<file path="src/rtl/mem_pkg.sv">
// Shared types and constants for the load/store front end: FSM states,
// address decode regions, I/O window offsets and the address decoder.
package mem_pkg;

  typedef enum logic [1:0] {
    S_IDLE,
    S_ACCESS,
    S_CAPTURE,
    S_DONE
  } state_e;

  typedef enum logic [1:0] {
    REG_RAM,
    REG_IO,
    REG_UNMAPPED
  } region_e;

  localparam logic [15:0] IO_BASE_DEF = 16'hFFF0;
  localparam logic [3:0]  IO_SW_OFS   = 4'd0;
  localparam logic [3:0]  IO_LED_OFS  = 4'd1;
  localparam int unsigned IO_WORDS    = 16;

  // 17-bit compares so an I/O window ending at 16'hFFFF does not wrap.
  function automatic region_e decode_addr(input logic [15:0] a,
                                          input int unsigned aw,
                                          input logic [15:0] base,
                                          input logic io_en);
    logic [16:0] a_x;
    logic [16:0] base_x;
    logic [16:0] ram_top;
    a_x     = {1'b0, a};
    base_x  = {1'b0, base};
    ram_top = 17'd1 << aw;
    if (a_x < ram_top) return REG_RAM;
    if (io_en && (a_x >= base_x) && (a_x < base_x + 17'(IO_WORDS))) return REG_IO;
    return REG_UNMAPPED;
  endfunction

endpackage

</file>
<file path="src/rtl/mem_io_regs.sv">
// Memory-mapped I/O window: LED register and the I/O read mux.
// Only instantiated when MEM_IO_EN is defined.
module mem_io_regs
  import mem_pkg::*;
#(
  parameter int unsigned DATA_WIDTH = 16
) (
  input  logic                  clk_i,
  input  logic                  reset_i,
  input  logic                  wr_en_i,
  input  logic [3:0]            ofs_i,
  input  logic [DATA_WIDTH-1:0] wdata_i,
  input  logic [15:0]           io_sw_i,
  output logic [15:0]           io_led_o,
  output logic [DATA_WIDTH-1:0] rdata_o
);

  logic [15:0] led_q;

  always_ff @(posedge clk_i) begin
    if (reset_i) begin
      led_q <= '0;
    end else if (wr_en_i && (ofs_i == IO_LED_OFS)) begin
      led_q <= 16'(wdata_i);
    end
  end

  always_comb begin
    rdata_o = '0;
    case (ofs_i)
      IO_SW_OFS:  rdata_o = DATA_WIDTH'(io_sw_i);
      IO_LED_OFS: rdata_o = DATA_WIDTH'(led_q);
      default:    rdata_o = '0;
    endcase
  end

  assign io_led_o = led_q;

endmodule

</file>
<file path="src/rtl/mem_access_ctrl.sv">
// Load/store front end for port A of the dual-port RAM with a small I/O window.
// Define MEM_IO_EN to compile in the I/O window (io_sw read, io_led register).
module mem_access_ctrl
  import mem_pkg::*;
#(
  parameter int unsigned DATA_WIDTH = 16,
  parameter int unsigned ADDR_WIDTH = 10,
  parameter logic [15:0] IO_BASE    = IO_BASE_DEF
) (
  input  logic                  clk,
  input  logic                  reset,
  input  logic                  req,
  input  logic                  we,
  input  logic [15:0]           addr,
  input  logic [DATA_WIDTH-1:0] wdata,
  output logic [DATA_WIDTH-1:0] rdata,
  output logic                  done,
  output logic                  err,
  output logic                  busy,
  output logic [ADDR_WIDTH-1:0] ram_addr,
  output logic [DATA_WIDTH-1:0] ram_data,
  output logic                  ram_we,
  input  logic [DATA_WIDTH-1:0] ram_q,
  input  logic [15:0]           io_sw,
  output logic [15:0]           io_led
);

`ifdef MEM_IO_EN
  localparam logic IO_EN = 1'b1;
`else
  localparam logic IO_EN = 1'b0;
`endif

  state_e                state_q;
  region_e               region_q;
  logic                  we_q;
  logic [ADDR_WIDTH-1:0] addr_q;
  logic [3:0]            io_ofs_q;
  logic [DATA_WIDTH-1:0] wdata_q;
  logic [DATA_WIDTH-1:0] rdata_q;
  logic                  done_q;
  logic                  err_q;
  logic                  busy_q;
  logic [DATA_WIDTH-1:0] io_rdata;

  always_ff @(posedge clk) begin
    if (reset) begin
      state_q  <= S_IDLE;
      region_q <= REG_RAM;
      we_q     <= 1'b0;
      addr_q   <= '0;
      io_ofs_q <= '0;
      wdata_q  <= '0;
      rdata_q  <= '0;
      done_q   <= 1'b0;
      err_q    <= 1'b0;
      busy_q   <= 1'b0;
    end else begin
      done_q <= 1'b0;
      err_q  <= 1'b0;
      case (state_q)
        S_IDLE: begin
          if (req) begin
            we_q     <= we;
            addr_q   <= addr[ADDR_WIDTH-1:0];
            io_ofs_q <= 4'(addr - IO_BASE);
            wdata_q  <= wdata;
            region_q <= decode_addr(addr, ADDR_WIDTH, IO_BASE, IO_EN);
            busy_q   <= 1'b1;
            state_q  <= S_ACCESS;
          end
        end
        S_ACCESS: begin
          case (region_q)
            REG_RAM: state_q <= we_q ? S_DONE : S_CAPTURE;
            REG_IO: begin
              if (!we_q) rdata_q <= io_rdata;
              state_q <= S_DONE;
            end
            default: begin
              if (!we_q) rdata_q <= '0;
              state_q <= S_DONE;
            end
          endcase
        end
        S_CAPTURE: begin
          rdata_q <= ram_q;
          state_q <= S_DONE;
        end
        S_DONE: begin
          // done/err are registered, so they appear the cycle after DONE,
          // which is also the IDLE cycle that may re-accept a held req.
          done_q  <= 1'b1;
          err_q   <= (region_q == REG_UNMAPPED);
          busy_q  <= 1'b0;
          state_q <= S_IDLE;
        end
        default: state_q <= S_IDLE;
      endcase
    end
  end

  assign ram_addr = (state_q == S_ACCESS) ? addr_q : '0;
  assign ram_data = (state_q == S_ACCESS) ? wdata_q : '0;
  assign ram_we   = (state_q == S_ACCESS) && we_q && (region_q == REG_RAM) && !reset;

`ifdef MEM_IO_EN
  logic io_wr;
  assign io_wr = (state_q == S_ACCESS) && we_q && (region_q == REG_IO);

  mem_io_regs #(
    .DATA_WIDTH(DATA_WIDTH)
  ) u_io_regs (
    .clk_i    (clk),
    .reset_i  (reset),
    .wr_en_i  (io_wr),
    .ofs_i    (io_ofs_q),
    .wdata_i  (wdata_q),
    .io_sw_i  (io_sw),
    .io_led_o (io_led),
    .rdata_o  (io_rdata)
  );
`else
  logic unused_io;
  assign unused_io = ^{io_sw, io_ofs_q};
  assign io_rdata  = '0;
  assign io_led    = '0;
`endif

  assign rdata = rdata_q;
  assign done  = done_q;
  assign err   = err_q;
  assign busy  = busy_q;

endmodule

</file>
<file path="config.mk">
export PLATFORM = sky130hd
export DESIGN_NAME = mem_access_ctrl
export DESIGN_NICKNAME = d
export VERILOG_FILES = /design/src/rtl/mem_pkg.sv /design/src/rtl/mem_io_regs.sv /design/src/rtl/mem_access_ctrl.sv
export SDC_FILE = /design/constraint.sdc
export NUM_CORES = 1
export LEC_CHECK = 0
export CELL_PAD_IN_SITES_DETAIL_PLACEMENT = 1
export CELL_PAD_IN_SITES_GLOBAL_PLACEMENT = 1
export CORE_MARGIN = 5
export CORE_UTILIZATION = 24
export CTS_CLUSTER_DIAMETER = 150
export DETAILED_ROUTE_END_ITERATION = 6
export PLACE_DENSITY_LB_ADDON = 0.3
export SLEW_MARGIN = 20
export SYNTH_ARGS = -nofsm -noshare
export SYNTH_HDL_FRONTEND = slang
export SYNTH_SLANG_ARGS = --single-unit
export TNS_END_PERCENT = 30
</file>
<file path="constraint.sdc">
create_clock -name clk -period 1.3 [get_ports clk]
set_input_delay 0.195 -clock clk [delete_from_list [all_inputs] [get_ports clk]]
set_output_delay 0.195 -clock clk [all_outputs]
set_load 0.01 [all_outputs]
</file>
# Word level (Yosys, flattened, before mapping)
# Index checks and enable logic that the tools add are counted.
# W data, S select, Z words.
[op_classes] n_addsub=0 multipliers=0 div_mod_pow=0 order_cmp=1 eq_ne=7 shift=0 mux=18 n_bitwise=1 reduce_logical=12
[op_table] cell="$mux W16" n=3
[op_table] cell="$pmux W16 S2" n=1
[op_table] cell="$lt A16 B11 Y1 const B" n=1
[op_table] cell="$mux W10" n=1
[op_table] cell="$mux W1" n=8
[op_table] cell="$pmux W2 S4" n=1
[op_table] cell="$eq A2 B2 Y1 const B" n=3
[op_table] cell="$mux W2" n=3
[op_table] cell="$ne A2 B2 Y1 const B" n=3
[op_table] cell="$logic_not A2 Y1" n=2
[op_table] cell="$reduce_and A2 Y1" n=2
[op_table] cell="$reduce_bool A2 Y1" n=2
[op_table] cell="$logic_and A1 B1 Y1" n=3
[op_table] cell="$reduce_and A3 Y1" n=1
[op_table] cell="$eq A2 B1 Y1 const B" n=1
[op_table] cell="$pmux W1 S2" n=1
[op_table] cell="$reduce_or A2 Y1" n=1
[op_table] cell="$logic_not A1 Y1" n=1
[op_table] cell="$not A1 Y1" n=1
[word_totals] reg_bits=50 latch_bits=0 ram_bits=0 romBits=0 inputBits=68 elab_cells=48 n_memories=0

# Depth between registers and ports, before layout
[depth] depth_word=6 depth_mapped=8

# Worst setup path after synthesis
# No wires, ideal clock.
[synth_path] path_type="register to output" startpoint="reg state_q[1]" endpoint="out ram_we" arrival_ns=1.284 slack_ns=-0.179 path_stages_with_launch=6 path_buffers=1 path_cell_list="dfxtp_1 -> inv_1 -> ha_1 -> inv_2 -> buf_6 -> nor4b_1"
[synth_via] elab_chain_cells=4
[synth_rtl] element="from (decl)" line="mem_access_ctrl.sv:34" source="state_e state_q;"
[synth_rtl] element="from (signal assigned)" line="mem_access_ctrl.sv:75" source="REG_RAM: state_q <= we_q ? S_DONE : S_CAPTURE;"
[synth_rtl] element="$eq A2 B1 Y1" line="mem_access_ctrl.sv:105" source="assign ram_we = (state_q == S_ACCESS) && we_q && (region_q == REG_RAM) && !reset;"
[synth_rtl] element="$logic_and A1 B1 Y1 (3 in a row)" line="mem_access_ctrl.sv:105"
[synth_rtl] element="to (decl)" line="mem_access_ctrl.sv:22" source="output logic ram_we,"
# No other way between the ends.

# Worst setup path after layout
[layout_path] startpoint="reg state_q[1]" endpoint="out ram_data[12]"
[layout_via] elab_chain_cells=2
[layout_rtl] element="$eq A2 B1 Y1" line="mem_access_ctrl.sv:104" source="assign ram_data = (state_q == S_ACCESS) ? wdata_q : '0;"
[layout_rtl] element="$mux W16" line="mem_access_ctrl.sv:104"
[layout_rtl] element="to (decl)" line="mem_access_ctrl.sv:21" source="output logic [DATA_WIDTH-1:0] ram_data,"
# No other way between the ends.

==> impl_metrics.env <==
export IMPL_result_of_the_run="finished with violations"
export IMPL_failed_checks="setup timing"
export IMPL_endpoint_worst_hold="wdata_q[7]$_SDFFE_PP0P_"
export IMPL_detail_route_drc_violations=0
export IMPL_cts_htree_levels=2
export IMPL_rsz0062_at_grt="true"
export IMPL_grt_use_total_pct=13.1
export IMPL_detail_route_iter0_violations=41
export IMPL_post_synthesis_register_bit_count=49
export IMPL_critPathArrivalTime_ns=1.38
export IMPL_cp_num_buf_inv=4
export IMPL_hpwlAfterDp_um=5300
export IMPL_synth_largest_area_cell="sky130_fd_sc_hd__dfxtp_1"
export IMPL_numCtsBuffers=5
export IMPL_synthesis_yosys_warnings=0
export IMPL_initial_core_utilization_pct=24.2
export IMPL_cts_tree="built"
export IMPL_slew_violations=0
export IMPL_relative_contribution_of_combinational_cells_to_total_power_pct=53.5
export IMPL_reg2reg_to="rdata[6]$_SDFFE_PP0P_"
export IMPL_area_delta_synth_final_pct=63.8
export IMPL_dr_pass1_iters=4
export IMPL_nets=457
export IMPL_core_um2=9590
export IMPL_critPathCaptureType="output port"
export IMPL_route_layer_met1_wl_um=3260
export IMPL_path_class="flop to output port"
export IMPL_detail_route_wirelength_um=7650
export IMPL_r2r_slack_ns=-0.21
export IMPL_critical_path_cell_chain="inv_2, ha_4, buf_6, buf_16, and2_4, buf_6"
export IMPL_post_synth_cell_area_avg_um2=8.51
export IMPL_critPathMaxFanout=6
export IMPL_synthCells=273
export IMPL_worstHoldPathCells=3
export IMPL_required_time_at_the_worst_slack_endpoint_ns=1.11
export IMPL_cts_path_max_buffers=2
export IMPL_holdCritStartpoint="wdata[7]"
export IMPL_synth_lib_cells_used_distinct=32
export IMPL_routed_wl_met3_um=401
export IMPL_internal_power_w=0.00386
export IMPL_clk_latency_ns=0.30
export IMPL_p_seq_share_pct=31.7
export IMPL_overflow=0
export IMPL_filler_cell_count=1126
export IMPL_final_period_utilization_pct=121
export IMPL_grt_start_max_net_pins=49
export IMPL_ioPinCount=130
export IMPL_achievable_frequency_mhz=635
export IMPL_p_per_area_nw_per_um2=1610
export IMPL_layout_setup_ws_ns=-0.275
export IMPL_wl_met2_um=3900
export IMPL_diode_count=0
export IMPL_crit_family="buffers and inverters"
export IMPL_synth_area_top_cells="sky130_fd_sc_hd__dfxtp_1 (42%), sky130_fd_sc_hd__a21oi_1 (9.5%), sky130_fd_sc_hd__nand2_1 (9.1%)"
export IMPL_share_of_final_layout_standard_cells_stronger_than_drive_strength_1_pct=30.9
export IMPL_die_area_um2=11700
export IMPL_report_power_total_w=0.00612
export IMPL_place_ws_ns=-0.424
export IMPL_std_cell_rows=36
export IMPL_rr_worst_depth=9
export IMPL_final_layout_worst_hold_slack_ns=0.434
export IMPL_least_margin_pin_slew_ns=0.558
export IMPL_routed_via_density=4.31
export IMPL_cp_slowest_cell="sky130_fd_sc_hd__dfxtp_2"
export IMPL_wl_per_instance_um=14.8
export IMPL_dieHeight_um=108
export IMPL_drv_cap=0
export IMPL_min_delay_path_class="input port to flop"
export IMPL_global_route_wire_length_before_repair_um=12000
export IMPL_route_top_layer_used="met4"
export IMPL_power_net_switching_w=0.00226
export IMPL_r2r_start="state_q[1]$_SDFFE_PP0P_"
export IMPL_power_leakage_nw=1.60
export IMPL_power_ir_vdd_worst_mv=0.512
export IMPL_hold_viol=0
export IMPL_power_frac_clock_pct=14.8
export IMPL_clock_tree_root_cell="sky130_fd_sc_hd__clkbuf_8"
export IMPL_timing_slew_headroom_pct=62.8
export IMPL_antenna_found_initial=0
export IMPL_finalSetupViolations=74
export IMPL_grt_pass1_vias=2326
export IMPL_worst_clock_skew_ns=0.0118
export IMPL_portBuffers=97
export IMPL_floorplan_die_width_um=108
export IMPL_crit_path_start_kind="flop"
export IMPL_power_share_switching_pct=36.9
export IMPL_critical_path_top_cell_by_count="sky130_fd_sc_hd__buf_6"
export IMPL_top_area_cell_type_share_of_the_netlist_area_pct=42.2
export IMPL_place_congestion=0.739
export IMPL_cts_sinks=49
export IMPL_synth_sequential_area_ratio_pct=42.2
export IMPL_post_synth_instance_area_um2=2320
export IMPL_clkSlewWorstSetupHoldPaths_ns=0.09
export IMPL_routed_antenna_nets=0
export IMPL_min_period_ns=1.58
export IMPL_cpPeakStageDelay_ns=0.35
export IMPL_vias=2233
worst min-delay path, stage by stage:
cell and delay (ns):
sky130_fd_sc_hd__clkdlybuf4s50_1 0.39, sky130_fd_sc_hd__nand2_1 0.05, sky130_fd_sc_hd__a21oi_1 0.05
placed cells by master, fill, tap and decap left out, drive strengths merged:
cell type and n:
a211oi 1, a21bo 1, a21oi 44, and2 28
and4b 1, buf 57, clkbuf 6, clkdlybuf4s50 50
clkinv 1, conb 16, dfxtp 49, dlygate4sd2 19
ha 5, inv 5, mux2i 1, nand2 56
nand2b 2, nand3 16, nand3b 1, nor2 3
nor2b 1, nor3 1, nor4 1, nor4b 1
o211ai 16, o21ai 2, or4 1
layer usage:
| metal | up-vias | global-route usage [%] |
|---|---|---|
| met3 | 7 | 2.45 |
| li1 | 1102 | - |
| met4 | 0 | 3.79 |
| met1 | 1065 | 16.7 |
| met5 | - | 0 |
| met2 | 59 | 22.5 |
synthesized netlist by cell type:
master,count
sky130_fd_sc_hd__or4_1,1
sky130_fd_sc_hd__mux2i_1,1
sky130_fd_sc_hd__o21ai_0,2
sky130_fd_sc_hd__and2_2,1
sky130_fd_sc_hd__clkbuf_1,4
sky130_fd_sc_hd__a211oi_1,1
sky130_fd_sc_hd__nor3_1,1
sky130_fd_sc_hd__inv_2,1
sky130_fd_sc_hd__and2_1,27
sky130_fd_sc_hd__buf_12,1
sky130_fd_sc_hd__dfxtp_1,49
sky130_fd_sc_hd__o211ai_2,4
sky130_fd_sc_hd__nand2b_1,2
sky130_fd_sc_hd__a21oi_1,44
sky130_fd_sc_hd__and4b_1,1
sky130_fd_sc_hd__clkbuf_8,4
sky130_fd_sc_hd__nand3b_2,1
sky130_fd_sc_hd__nand3_1,16
sky130_fd_sc_hd__buf_4,19
sky130_fd_sc_hd__a21bo_2,1
sky130_fd_sc_hd__conb_1,1
sky130_fd_sc_hd__ha_1,5
sky130_fd_sc_hd__inv_1,3
sky130_fd_sc_hd__nor2_1,3
sky130_fd_sc_hd__o211ai_1,12
sky130_fd_sc_hd__clkbuf_2,1
sky130_fd_sc_hd__nor2b_4,1
sky130_fd_sc_hd__nand2_1,56
sky130_fd_sc_hd__buf_6,5
sky130_fd_sc_hd__nor4_1,1
sky130_fd_sc_hd__buf_2,3
sky130_fd_sc_hd__nor4b_1,1
power by group through the flow:
stage	sequential [W]	combinational (W)	clock (W)
after floorplan	0.00199	0.00143	0
after global placement	0.00194	0.00242	0
final	0.00194	0.00328	0.000906
after global routing	0.00198	0.00360	0.00102
after CTS	0.00194	0.00327	0.000971
after detailed placement	0.00196	0.00247	0
metrics by stage:
stage	instance area, um2	TNS [ns]	instances	util (%)
6_report	3800	-11.81	518	39.7
5_1_grt	3800	-15.74	518	39.7
4_1_cts	3740	-13.22	517	39.0
3_5_place_dp	3400	-16.19	501	35.5
3_3_place_gp	3400	-14.16	501	35.5
2_1_floorplan	2410	-0.429	288	-
worst max-delay path by stage:
stage,start,end,cells after the start
after floorplan,state_q[1]$_SDFFE_PP0P_,ram_addr[4],5
after global routing,state_q[1]$_SDFFE_PP0P_,ram_data[6],6
final,state_q[1]$_SDFFE_PP0P_,ram_data[12],6
after global placement,addr[14],region_q[1]$_SDFFE_PP0P_,5
after detailed placement,state_q[1]$_SDFFE_PP0P_,ram_we,5
after CTS,state_q[1]$_SDFFE_PP0P_,ram_data[0],6
state kept, by name (all words and copies together), names as in the netlist, 2 cells and up:
name	flops
addr_q	10
wdata_q	16
state_q	2
rdata	16
cell families (layout without fill, tap and decap cells):
group | after synthesis | in the layout | share of synthesized area, %
AOI/OAI and AO/OA | 64 | 64 | 16.7
adders and majority gates | 5 | 5 | 2.69
DFF | 49 | 49 | 42.2
and+or+nand+nor | 112 | 112 | 23.8
muxes | 1 | 1 | 0.431
other | 1 | 16 | 0.161
buffers and inverters | 41 | 138 | 14.0
what timing repair did:
action,CTS,global route
resized for setup,197,17
endpoints found under the setup margin,92,74
pin swaps,47,1
setup buffers,5,2
endpoints found under the hold margin,0,0
gates cloned,3,0
hold buffers,0,0
cell type report:
type                    instances  area, um2  share of cell area (%)
repair buffers                126       1300                    34.3
multi-input cells             198       1250                    32.8
clock buffers                   6       72.6                    1.91
well taps                     133        166                    4.37
inverters                       4       17.5                   0.460
flip-flops and latches         49        983                    25.8
clock inverters                 2       13.8                   0.362
No activity file was read; power rests on OpenSTA's default activity.
